**src/rtl/dds_pkg.sv**
```systemverilog
// Shared DDS definitions: sample/note widths and the note-increment table
// used by the sequencer, the generator and the note decoder.
package dds_pkg;

    localparam int DDS_W             = 32;
    localparam int NOTE_W            = 8;
    localparam int NUM_NOTES_DEFAULT = 16;
    localparam int NOTE_IDX_W        = $clog2(NUM_NOTES_DEFAULT);

    localparam logic [DDS_W-1:0] NOTE_INC [NUM_NOTES_DEFAULT] = '{
        32'h0100_0000, 32'h010F_3A7C, 32'h011F_8A6D, 32'h0130_FCDA,
        32'h0143_9B6E, 32'h0157_7A4B, 32'h016C_A3E1, 32'h0183_22C0,
        32'h019B_0F4F, 32'h01B4_6D4A, 32'h01CF_5A9E, 32'h01EB_D8F0,
        32'h0200_0000, 32'h021E_74F8, 32'h023F_14DA, 32'h0261_F9B6
    };

    // Indices past the table read as 0, which a search never matches
    // because a zero increment goes straight to the silent state.
    function automatic logic [DDS_W-1:0] note_inc(input logic [NOTE_W-1:0] i);
        if (i < NOTE_W'(NUM_NOTES_DEFAULT))
            return NOTE_INC[i[NOTE_IDX_W-1:0]];
        else
            return '0;
    endfunction

endpackage

```
**src/rtl/dds_delta_tracker.sv**
```systemverilog
// Measures the per-sample phase increment of a DDS accumulator stream and
// reports when it has stayed identical for LOCK_COUNT samples.
module dds_delta_tracker
    import dds_pkg::*;
#(
    parameter int LOCK_COUNT = 4
) (
    input  logic             clk,
    input  logic             reset,
    input  logic [DDS_W-1:0] dds_in,
    input  logic             dds_valid,
    output logic [DDS_W-1:0] last_delta,
    output logic             locked,
    output logic             delta_change
);

    localparam int CNT_W = $clog2(LOCK_COUNT + 1);

    logic [DDS_W-1:0] prev_p0;
    logic             have_prev_p0;
    logic [CNT_W-1:0] cnt_p1;
    logic [DDS_W-1:0] delta;
    logic [CNT_W-1:0] cnt_nxt;

    function automatic logic [CNT_W-1:0] sat_inc(input logic [CNT_W-1:0] c);
        if (c == CNT_W'(LOCK_COUNT))
            return c;
        else
            return c + CNT_W'(1);
    endfunction

    // Modular subtraction makes an accumulator wrap yield the true increment.
    always_comb begin
        delta        = dds_in - prev_p0;
        cnt_nxt      = (delta == last_delta) ? sat_inc(cnt_p1) : CNT_W'(1);
        delta_change = dds_valid && have_prev_p0 && (delta != last_delta);
    end

    // p0: previous sample capture
    always_ff @(posedge clk) begin
        if (reset) begin
            prev_p0      <= '0;
            have_prev_p0 <= 1'b0;
        end else if (dds_valid) begin
            prev_p0      <= dds_in;
            have_prev_p0 <= 1'b1;
        end
    end

    // p1: increment history and stability count
    always_ff @(posedge clk) begin
        if (reset) begin
            last_delta <= '0;
            cnt_p1     <= '0;
            locked     <= 1'b0;
        end else if (dds_valid && have_prev_p0) begin
            last_delta <= delta;
            cnt_p1     <= cnt_nxt;
            locked     <= (cnt_nxt == CNT_W'(LOCK_COUNT));
        end
    end

endmodule

```
**src/rtl/dds_note_decoder.sv**
```systemverilog
// Recovers the note index that produced a DDS phase-accumulator stream by
// locking onto a stable increment and searching the shared increment table.
module dds_note_decoder
    import dds_pkg::*;
#(
    parameter int          NUM_NOTES  = NUM_NOTES_DEFAULT,
    parameter int          LOCK_COUNT = 4,
    parameter int unsigned TOL        = 0
) (
    input  logic              clk,
    input  logic              reset,
    input  logic [DDS_W-1:0]  dds_in,
    input  logic              dds_valid,
    output logic [NOTE_W-1:0] note_out,
    output logic              note_valid,
    output logic              locked,
    output logic              no_match,
    output logic              silent,
    output logic [DDS_W-1:0]  delta_out
);

    typedef enum logic [1:0] {IDLE, SEARCH, HOLD} state_t;

    state_t            state, state_nxt;
    logic [NOTE_W-1:0] idx, idx_nxt;
    logic [NOTE_W-1:0] note_out_nxt;
    logic              note_valid_nxt, no_match_nxt, silent_nxt;
    logic [DDS_W-1:0]  last_delta;
    logic              delta_change;

    dds_delta_tracker #(
        .LOCK_COUNT(LOCK_COUNT)
    ) u_tracker (
        .clk         (clk),
        .reset       (reset),
        .dds_in      (dds_in),
        .dds_valid   (dds_valid),
        .last_delta  (last_delta),
        .locked      (locked),
        .delta_change(delta_change)
    );

    assign delta_out = last_delta;

    // 33-bit signed difference so the magnitude never overflows.
    function automatic logic within_tol(input logic [DDS_W-1:0] a,
                                        input logic [DDS_W-1:0] b);
        logic signed [DDS_W:0] d;
        logic        [DDS_W:0] mag;
        d   = $signed({1'b0, a}) - $signed({1'b0, b});
        mag = (d < 0) ? (DDS_W+1)'(-d) : (DDS_W+1)'(d);
        return mag <= (DDS_W+1)'(TOL);
    endfunction

    always_comb begin
        state_nxt      = state;
        idx_nxt        = idx;
        note_out_nxt   = note_out;
        note_valid_nxt = note_valid;
        no_match_nxt   = no_match;
        silent_nxt     = silent;
        if (dds_valid) begin
            unique case (state)
                IDLE: begin
                    if (locked && !delta_change) begin
                        if (last_delta != '0) begin
                            state_nxt = SEARCH;
                            idx_nxt   = '0;
                        end else begin
                            state_nxt  = HOLD;
                            silent_nxt = 1'b1;
                        end
                    end
                end
                SEARCH: begin
                    if (delta_change) begin
                        state_nxt = IDLE;
                    end else if (within_tol(last_delta, note_inc(idx))) begin
                        note_out_nxt   = idx;
                        note_valid_nxt = 1'b1;
                        no_match_nxt   = 1'b0;
                        state_nxt      = HOLD;
                    end else if (idx == NOTE_W'(NUM_NOTES - 1)) begin
                        no_match_nxt = 1'b1;
                        state_nxt    = HOLD;
                    end else begin
                        idx_nxt = idx + NOTE_W'(1);
                    end
                end
                HOLD: begin
                    if (delta_change) begin
                        state_nxt      = IDLE;
                        note_valid_nxt = 1'b0;
                        no_match_nxt   = 1'b0;
                        silent_nxt     = 1'b0;
                    end
                end
                default: state_nxt = IDLE;
            endcase
        end
    end

    always_ff @(posedge clk) begin
        if (reset) begin
            state      <= IDLE;
            idx        <= '0;
            note_out   <= '0;
            note_valid <= 1'b0;
            no_match   <= 1'b0;
            silent     <= 1'b0;
        end else begin
            state      <= state_nxt;
            idx        <= idx_nxt;
            note_out   <= note_out_nxt;
            note_valid <= note_valid_nxt;
            no_match   <= no_match_nxt;
            silent     <= silent_nxt;
        end
    end

endmodule
```
**config.mk**
```make
export PLATFORM = sky130hd
export DESIGN_NAME = dds_note_decoder
export DESIGN_NICKNAME = d
export VERILOG_FILES = /design/src/rtl/dds_pkg.sv /design/src/rtl/dds_delta_tracker.sv /design/src/rtl/dds_note_decoder.sv
export SDC_FILE = /design/constraint.sdc
export NUM_CORES = 1
export LEC_CHECK = 0
export ABC_AREA = 1
export CORE_ASPECT_RATIO = 1.1
export CORE_MARGIN = 2
export CORE_UTILIZATION = 35
export CTS_BUF_LIST = sky130_fd_sc_hd__clkbuf_4 sky130_fd_sc_hd__clkbuf_8 sky130_fd_sc_hd__clkbuf_16
export CTS_CLUSTER_DIAMETER = 50
export DETAILED_ROUTE_END_ITERATION = 10
export GPL_ROUTABILITY_DRIVEN = 0
export PLACE_DENSITY = 0.59
export SKIP_LAST_GASP = 1
export SYNTH_ARGS = -nofsm -noshare
export SYNTH_HDL_FRONTEND = slang
export SYNTH_HIERARCHICAL = 1
export SYNTH_SLANG_ARGS = --single-unit
```
**constraint.sdc**
```tcl
create_clock -name clk -period 4.71 [get_ports clk]
set_clock_uncertainty 0.05 [all_clocks]
set_input_delay 0.7065 -clock clk [delete_from_list [all_inputs] [get_ports clk]]
set_output_delay 0.7065 -clock clk [all_outputs]
set_load 0.1 [all_outputs]
```
==> results.cfg <==
[cts]
cts_root_buf = clkbuf_16
path_clk_slew_ns = 0.08
clk_path_buf_depth = 2
cts_tree = built
htree_num_levels = 3
worstSkewPairLatency_ns = 0.36
numClockSinks = 90
cts_buffers = 9

[routing]
drt_wl_total_microns = 37800
first_iter_violations = 757
route.detailed.drc = 0
wl_per_cell_microns = 14.3
dr_total_vias = 13100
final_antenna_net_count = 0
dr.pass1.iters = 6
vias_per_cell = 4.96

[synthesis]
synth.most_common_cell = nand2_1
synth.area.top_cells = nand2_1 (22%), dfxtp_1 (16%), inv_1 (12%), nand3_1 (8.8%), ha_1 (8.0%)
avgSynthCellArea_sq_um = 5.42
synth_top_area_cell = nand2_1
synth-edff-count = 0
ys.flop_type = dfxtp_1
synthDistinctLibCells = 50
ys_async_sr_fraction_pct = 0
ys_seq_area_share_pct = 16.0
ys_warn_count = 6
synthesis.nets = 2190
synth_cells = 2081
synth_top_area_share_pct = 22.3
ys_ff_latch = 90
synth_common_cells = nand2_1 (671), inv_1 (374), nand3_1 (198), nor2_1 (191), a21oi_1 (121)
synth_area_sq_mm = 0.0113

[critical_path]
end_kind = flop
critical_path_class = flop to flop
arrival_ns = 4.67
r2r-start = idx[0]$_SDFFE_PP0P_
required_ns = 4.93
critical_path.max_stage_delay_ns = 0.36
slowest_stage = ha_4
start_kind = flop
cp_common_cell = nand2_1
cp_max_fo = 5
critPathLaunch = idx[0]$_SDFFE_PP0P_

[place]
io_buffers = 78
place_area_sq_mm = 0.0131
dp_hpwl_microns = 31500

[power]
netSwitchingFraction_pct = 51.2
powerDensity_mw_per_mm2 = 315
peakVddDrop_mv = 0.278
switching_power_w = 0.00221
leakagePower_nw = 7.30
finalPower_w = 0.00431
p_clk_share_pct = 17.0
comb_power_share_pct = 63.1
p_int_w = 0.00210
power_frac_seq_pct = 19.9

[floorplanning]
die_y_microns = 192
die_w_microns = 175
dieArea_sq_mm = 0.0337
rows = 68
io_pins = 79
coreArea_sq_mm = 0.0316
initial_utilization_pct = 35.7

[sta]
rsz0062_at_grt = true
setup_viol = 0
fin_crit_ns = 4.46
relSlewSlack_pct = 32.0
hold_viol = 0
drv_slew = 0
fmax_mhz = 224
post-route-period-util_pct = 94.6
worstMarginPinSlew_ns = 1.02

[outcome]
status = finished, final reports clean

[job]
cap_violations = 0

[layout]
drive_above_1_share_pct = 12.4
num_antenna_cells = 0
fin_util_pct = 43.4
final_nets = 2334
syn_to_final_growth_pct = 21.5
fin_area_sq_mm = 0.0137

[global_route]
grt_max_degree = 60
grtUsageTotal_pct = 22.6
grt_pass1_vias = 12400
grt.overflow.total = 0
antenna_found_initial = 0
grt_pass1_wl_microns = 61100

[worst_hold_path]
hp-class = flop to flop
hp-start = no_match$_SDFFE_PP0P_
metal layers:
metal | wire [microns] | global-route usage, % | part of all wire, % | vias to the layer above
met5 | 0 | 0 | 0 | -
met4 | 1310 | 8.81 | 3.5 | 0
met3 | 1350 | 1.99 | 3.6 | 71
met2 | 18900 | 42.4 | 50 | 304
met1 | 16200 | 26.6 | 43 | 5893
li1 | - | - | - | 6872
cell type report:
cell class,count,area [sq um]
fill,3474,17900
multi-input combinational,1568,8140
sequential,90,1800
timing repair buffer,169,1480
inverter,386,1460
tap,420,526
clock buffer,9,225
clock inverter,7,65.1
timing repair inverter,1,5.00
final timing paths:
| kind | end | cells past startpoint | slack (ns) |
|---|---|---|---|
| worst min register to register | no_match$_SDFFE_PP0P_ | 2 | 0.40 |
| worst min-delay path | no_match$_SDFFE_PP0P_ | 2 | 0.40 |
| worst max-delay path | idx[2]$_SDFFE_PP0P_ | 30 | 0.25 |
| worst max register to register | idx[2]$_SDFFE_PP0P_ | 30 | 0.25 |
sequential cells by signal, indices dropped and copies added, names as in the netlist:
name and count:
u_tracker/locked 1, silent 1, idx 8, u_tracker/have_prev_p0 1, u_tracker/cnt_p1 3, u_tracker/prev_p0 32
note_out 8, state 2, note_valid 1, no_match 1, u_tracker/last_delta 32
repair_timing:
item	4_1_cts	5_1_grt
pin swaps	0	13
resized for setup	1	85
buffers inserted	0	8
hold buffers	0	0
endpoints found under the setup margin	3	20
cloned	0	1
cell usage in the layout, fill, tap and decap left out, drive strengths merged, types with 20 or more instances in the layout:
cell             n
nand3          210
ha              72
nand4           34
a21oi          131
nor3            20
clkdlybuf4s50   78
nand2          709
dfxtp           90
nor2           210
buf             91
inv            386
o21ai           98
metrics by stage:
step | setup WS, ns | cells | hold slack, ns | setup TNS [ns]
floorplan | 0.463 | 2081 | 0.383 | 0
global placement | 0.0149 | 2625 | 0.390 | 0
detailed placement | 0.0226 | 2625 | 0.392 | 0
CTS | 0.0464 | 2641 | 0.403 | 0
global route | -0.0306 | 2650 | 0.424 | -0.0747
finish | 0.253 | 2650 | 0.400 | 0
power by group through the flow:
stage	logic (W)	clock network, W	registers, W
after floorplan	0.00174	0	0.000993
after global placement	0.00258	0	0.000870
after detailed placement	0.00260	0	0.000871
after CTS	0.00261	0.000754	0.000854
after global routing	0.00306	0.000778	0.000862
final	0.00272	0.000734	0.000856
logic make-up (layout without fill, tap and decap cells):
kind of cell / after synthesis / after routing / share of synthesized area [%]
xor gates and xnor gates: 22 / 22 / 1.83
and+or+nand+nor: 1213 / 1213 / 46.9
DFF: 90 / 90 / 16.0
AOI/OAI and AO/OA: 259 / 259 / 12.6
buffers and inverters: 423 / 572 / 14.4
adders and majority gates: 74 / 74 / 8.34
worst max-delay path: cells and delay by family, from the launching register on:
family | cells | cell delay (ns)
adder cells (fa/ha/maj) | 2 | 0.58
buffers and inverters | 7 | 0.97
AND/OR/NAND/NOR | 18 | 1.92
flip-flops | 1 | 0.35
AO/OA/AOI/OAI | 3 | 0.47
Power figures use the tool's default switching activity.
